### src/rtl/cpu_driver.sv
// Initiator for the cpu load/start/waiting handshake: queues 16-bit instructions,
// issues them one at a time and reports the cpu result and flags per instruction.
module cpu_driver #(
  parameter int unsigned DEPTH   = 16,
  parameter int unsigned TIMEOUT = 255
) (
  input  logic        clk,
  input  logic        rst,
  input  logic        in_valid,
  input  logic [15:0] in_instr,
  output logic        in_ready,
  output logic        cpu_load,
  output logic        cpu_start,
  output logic [15:0] cpu_instr,
  input  logic        cpu_waiting,
  input  logic [15:0] cpu_out,
  input  logic        cpu_N,
  input  logic        cpu_V,
  input  logic        cpu_Z,
  output logic        res_valid,
  output logic [15:0] res_out,
  output logic [2:0]  res_flags,
  output logic        busy,
  output logic        timeout_err,
  output logic [7:0]  issued_cnt
);

  localparam int unsigned AW = $clog2(DEPTH);
  localparam int unsigned CW = AW + 1;
  localparam int unsigned TW = $clog2(TIMEOUT + 1);
  localparam logic [CW-1:0] FULL = CW'(DEPTH);
  // Timer starts at 0 the cycle after the start pulse; this makes timeout_err rise
  // exactly TIMEOUT cycles after cpu_start.
  localparam logic [TW-1:0] ERR_AT = TW'(TIMEOUT - 2);

  typedef enum logic [2:0] {
    S_IDLE, S_LOAD, S_START, S_WAIT_BUSY, S_WAIT_DONE, S_REPORT, S_ERROR
  } state_t;

  state_t          state_q, state_d;
  logic [15:0]     mem [DEPTH];
  logic [AW-1:0]   wr_ptr_q, wr_ptr_d, rd_ptr_q, rd_ptr_d;
  logic [CW-1:0]   count_q, count_d;
  logic [TW-1:0]   timer_q, timer_d;
  logic [15:0]     cpu_instr_q, cpu_instr_d;
  logic            cpu_load_q, cpu_load_d;
  logic            cpu_start_q, cpu_start_d;
  logic            res_valid_q, res_valid_d;
  logic [15:0]     res_out_q, res_out_d;
  logic [2:0]      res_flags_q, res_flags_d;
  logic            busy_q, busy_d;
  logic            in_ready_q, in_ready_d;
  logic            timeout_err_q, timeout_err_d;
  logic [7:0]      issued_cnt_q, issued_cnt_d;
  logic            push, pop;

  assign push = in_valid && in_ready_q;
  assign pop  = (state_q == S_START);

  always_comb begin
    state_d       = state_q;
    wr_ptr_d      = push ? wr_ptr_q + AW'(1) : wr_ptr_q;
    rd_ptr_d      = pop ? rd_ptr_q + AW'(1) : rd_ptr_q;
    count_d       = count_q + CW'(push) - CW'(pop);
    timer_d       = timer_q;
    cpu_instr_d   = cpu_instr_q;
    cpu_load_d    = 1'b0;
    cpu_start_d   = 1'b0;
    res_valid_d   = 1'b0;
    res_out_d     = res_out_q;
    res_flags_d   = res_flags_q;
    timeout_err_d = timeout_err_q;
    issued_cnt_d  = issued_cnt_q;

    case (state_q)
      S_IDLE: begin
        if (count_q != '0 && cpu_waiting) begin
          state_d     = S_LOAD;
          cpu_instr_d = mem[rd_ptr_q];
          cpu_load_d  = 1'b1;
        end
      end
      S_LOAD: begin
        state_d     = S_START;
        cpu_start_d = 1'b1;
      end
      S_START: begin
        state_d = S_WAIT_BUSY;
        timer_d = '0;
      end
      S_WAIT_BUSY: begin
        if (!cpu_waiting) begin
          state_d = S_WAIT_DONE;
          timer_d = timer_q + TW'(1);
        end else if (timer_q == ERR_AT) begin
          state_d       = S_ERROR;
          timeout_err_d = 1'b1;
        end else begin
          timer_d = timer_q + TW'(1);
        end
      end
      S_WAIT_DONE: begin
        if (cpu_waiting) begin
          state_d      = S_REPORT;
          res_valid_d  = 1'b1;
          res_out_d    = cpu_out;
          res_flags_d  = {cpu_Z, cpu_V, cpu_N};
          issued_cnt_d = issued_cnt_q + 8'd1;
        end else if (timer_q == ERR_AT) begin
          state_d       = S_ERROR;
          timeout_err_d = 1'b1;
        end else begin
          timer_d = timer_q + TW'(1);
        end
      end
      S_REPORT: state_d = S_IDLE;
      S_ERROR:  state_d = S_ERROR;
      default:  state_d = S_IDLE;
    endcase

    // Full blocks push even when a pop happens the same cycle.
    busy_d     = (state_d != S_IDLE) || (count_d != '0);
    in_ready_d = (count_d != FULL);
  end

  always_ff @(posedge clk or posedge rst) begin
    if (rst) begin
      state_q       <= S_IDLE;
      wr_ptr_q      <= '0;
      rd_ptr_q      <= '0;
      count_q       <= '0;
      timer_q       <= '0;
      cpu_instr_q   <= '0;
      cpu_load_q    <= 1'b0;
      cpu_start_q   <= 1'b0;
      res_valid_q   <= 1'b0;
      res_out_q     <= '0;
      res_flags_q   <= '0;
      busy_q        <= 1'b0;
      in_ready_q    <= 1'b1;
      timeout_err_q <= 1'b0;
      issued_cnt_q  <= '0;
    end else begin
      state_q       <= state_d;
      wr_ptr_q      <= wr_ptr_d;
      rd_ptr_q      <= rd_ptr_d;
      count_q       <= count_d;
      timer_q       <= timer_d;
      cpu_instr_q   <= cpu_instr_d;
      cpu_load_q    <= cpu_load_d;
      cpu_start_q   <= cpu_start_d;
      res_valid_q   <= res_valid_d;
      res_out_q     <= res_out_d;
      res_flags_q   <= res_flags_d;
      busy_q        <= busy_d;
      in_ready_q    <= in_ready_d;
      timeout_err_q <= timeout_err_d;
      issued_cnt_q  <= issued_cnt_d;
    end
  end

  // Storage needs no reset; occupancy governs what is valid.
  always_ff @(posedge clk) begin
    if (push) mem[wr_ptr_q] <= in_instr;
  end

  assign in_ready    = in_ready_q;
  assign cpu_load    = cpu_load_q;
  assign cpu_start   = cpu_start_q;
  assign cpu_instr   = cpu_instr_q;
  assign res_valid   = res_valid_q;
  assign res_out     = res_out_q;
  assign res_flags   = res_flags_q;
  assign busy        = busy_q;
  assign timeout_err = timeout_err_q;
  assign issued_cnt  = issued_cnt_q;

endmodule

### config.mk
export PLATFORM = sky130hd
export DESIGN_NAME = cpu_driver
export DESIGN_NICKNAME = d
export VERILOG_FILES = /design/src/rtl/cpu_driver.sv
export SDC_FILE = /design/constraint.sdc
export NUM_CORES = 1
export LEC_CHECK = 0
export CAP_MARGIN = 20
export CORE_MARGIN = 2
export CORE_UTILIZATION = 59
export DETAILED_ROUTE_END_ITERATION = 7
export HOLD_SLACK_MARGIN = 0.03
export PLACE_DENSITY = 0.82
export SYNTH_ARGS = -nofsm -noshare
export SYNTH_HDL_FRONTEND = slang
export SYNTH_SLANG_ARGS = --single-unit
### constraint.sdc
create_clock -name clk -period 3.8 [get_ports clk]
set_input_delay 0.76 -clock clk [delete_from_list [all_inputs] [get_ports clk]]
set_output_delay 0.76 -clock clk [all_outputs]
set_load 0.01 [all_outputs]
==> reports/qor.yml <==
outcome: "completed"
syn_inst: 698
p_leak_nw: 5.65
peakVddDrop_v: 0.000521
crit-reg2reg-launch: "state_q[2]"
vias_per_cell: 6.38
ff2ff_setup_slack_ps: 560
synthesis.area_um2: 13200
numCtsBuffers: 34
critPathCaptureType: "flip-flop"
cts-root-buf: "clkbuf_16"
finalSetupTns_ps: 0
slew_headroom_pct: 38.0
min_period_ps: 3240
finalCritPeriodShare_pct: 85.3
cts_max_level: 2
cp_max_fo: 14
path_clk_slew_ps: 60
coreArea_um2: 21900
hold_depth: 1
syn_nets: 752
rows: 54
synth_flop_cell: "edfxtp_1"
remaining_drc_errors: 0
tritoncts: "yes"
grt_max_degree: 34
synth_warnings: 0
worst-setup-path-type: "reg -> reg"
clk-insertion-delay-late_ps: 510
netlist.area_leader.share_pct: 58.4
synth-edff-count: 256
grt_pass1_vias: 7399
grt_pass1_wl_um: 44000
cts_hold_buf: 0
ant_nets: 0
startpoint_type: "flip-flop"
yosys.area.top_type: "edfxtp_1"
die_height_um: 153
power.density_nw_per_um2: 765
reg2reg_depth: 11
drive_gt1_share_pct: 22.3
synth_cell_types: 54
antenna_found_initial: 1
hp-class: "reg -> reg"
place.gp.congestion: 0.853
min_from: "issued_cnt[7]"
cts_resized: 0
grt_usage_pct: 24.8
synth.area.top_cells: "edfxtp_1 58%, dfrtp_1 14%, mux4_2 11%"
worst_ep_required_time_ps: 4220
final-setup-viol-count: 0
io_pins: 88
holdPathEnd: "issued_cnt[7]"
drtIter0Drc: 743
skew_ps: 11.5
port_buffers: 87
async_flop_share_pct: 22.2
dpl_worst_slack_ps: 281
worstMarginPinSlew_ps: 930
syn2layout_area_growth_pct: 19.1
drt-total-wl_um: 28600
slew_violations: 0
first_pass_iters: 5
r2r-end: "in_ready"
grt-ovfl-total: 0
cp.arrival_ps: 3660
cts_setup_buffers: 0
start_util_pct: 60.1
avgSynthCellArea_um2: 18.9
vias: 7174
maxCapViolCount: 0
finalNetCount: 872
die-area_um2: 23500
rsz0062_at_grt: "false"
hold_viol_final: 0
dpl.hpwl_um: 17500
cts_buffer_depth: 3
fmax_mhz: 308
cts.sinks: 329
ys_seq_area_share_pct: 72.3
ys_ff_latch: 329
setup_ws_ps: 558
die_w_um: 153
power_mw: 12.0
wl_per_cell_um: 25.4
## worst max path at each step
stage | from | endpoint | slack [ps]
finish | state_q[2] | in_ready | 560
global route | state_q[2] | in_ready | 340
CTS | state_q[2] | in_ready | 590
detailed placement | in_valid | in_ready | 280
global placement | in_valid | in_ready | 400
floorplan | in_valid | in_ready | 700
## report_power, final
group	internal [mW]	leakage (nW)	switching (mW)
Clock	2.13	0.587	1.33
Sequential	4.48	3.22	0.554
Combinational	1.83	1.84	1.67
Total	8.44	5.65	3.55
## critical path, cell delays in order (launching register included)
cell	delay (ps)
dfrtp_1	520
nand2b_1	240
nor2_1	330
ha_1	310
inv_1	60
ha_1	160
inv_1	60
fa_1	510
nor2b_1	200
nand3_1	130
mux2i_1	200
or3b_2	460
## flip-flops by register name, summed over array words and instances (netlist names)
name         count
mem            256
cpu_instr       16
res_out         16
issued_cnt       8
timer_q          8
count_q          5
rd_ptr_q         4
wr_ptr_q         4
res_flags        3
state_q          3
busy             1
cpu_load         1
cpu_start        1
in_ready         1
res_valid        1
timeout_err      1
## cell families after synthesis
family                   after synthesis  synth area share [%]
adder cells (fa/ha/maj)               15                  1.48
XOR/XNOR                              16                  1.06
AO/OA/AOI/OAI                         92                  5.07
buffers and inverters                 58                  2.26
flip-flops                           329                  72.3
AND/OR/NAND/NOR                       84                  3.65
multiplexers                         104                  14.2
## stage by stage
| step | instances | utilization [%] | hold WS (ps) | cell area [um2] |
|---|---|---|---|---|
| detailed placement | 1062 | 66.2 | 467 | 14500 |
| global placement | 1062 | 66.2 | 461 | 14500 |
| floorplan | 698 | - | 493 | 13200 |
| CTS | 1124 | 71.6 | 475 | 15700 |
| finish | 1125 | 71.6 | 476 | 15700 |
| global route | 1125 | 71.6 | 502 | 15700 |
## synth_stat cells (2+ instances only)
| cell | count |
|---|---|
| nor2_1 | 14 |
| xor2_1 | 5 |
| mux4_2 | 64 |
| buf_6 | 5 |
| a211o_1 | 17 |
| ha_1 | 14 |
| nand2b_1 | 5 |
| buf_1 | 3 |
| a22o_1 | 21 |
| o211ai_1 | 3 |
| clkdlybuf4s15_1 | 2 |
| clkbuf_1 | 18 |
| nand4_1 | 4 |
| mux2_2 | 21 |
| edfxtp_1 | 256 |
| o31ai_1 | 3 |
| nand2_1 | 10 |
| dfrtp_1 | 72 |
| inv_1 | 17 |
| and2_1 | 3 |
| buf_2 | 11 |
| nor2b_1 | 18 |
| a31oi_1 | 5 |
| and4_1 | 3 |
| mux2i_1 | 19 |
| nand3_1 | 7 |
| nor3_1 | 8 |
| and3_1 | 4 |
| a21o_1 | 5 |
| o22ai_1 | 2 |
| xnor2_1 | 11 |
| a21oi_1 | 21 |
| o21ai_0 | 6 |
## layout by cell type (no fill, tap or decap), types with 7 or more instances in the layout
cell type        count
a211o_1             17
a21oi_1             21
a22o_1              21
buf_4               35
clkbuf_1             9
clkbuf_16           39
clkdlybuf4s50_1     87
dfrtp_1             69
edfxtp_1           256
ha_1                14
inv_1               16
mux2_2              21
mux2i_1             19
mux4_2              64
nand2_1             10
nand3_1              7
nor2_1              14
nor2b_1             18
xnor2_1             11
## layout make-up
class,count,area (um2)
Sequential cell,329,9520
Antenna cell,1,2.50
Clock inverter,7,88.8
Timing Repair Buffer,124,1170
Clock buffer,55,1100
Multi-Input combinational cell,311,3370
Fill cell,1302,6220
Tap cell,280,350
Inverter,18,67.6
## routing by layer
metal | global-route usage (%) | routed length, um | vias up
li1 | - | - | 3029
met1 | 33.4 | 11000 | 3711
met2 | 42.1 | 14600 | 376
met3 | 4.93 | 2300 | 58
met4 | 6.90 | 610 | 0
met5 | 0 | 0 | -
Note: power is estimated with default switching activity, not from simulation.
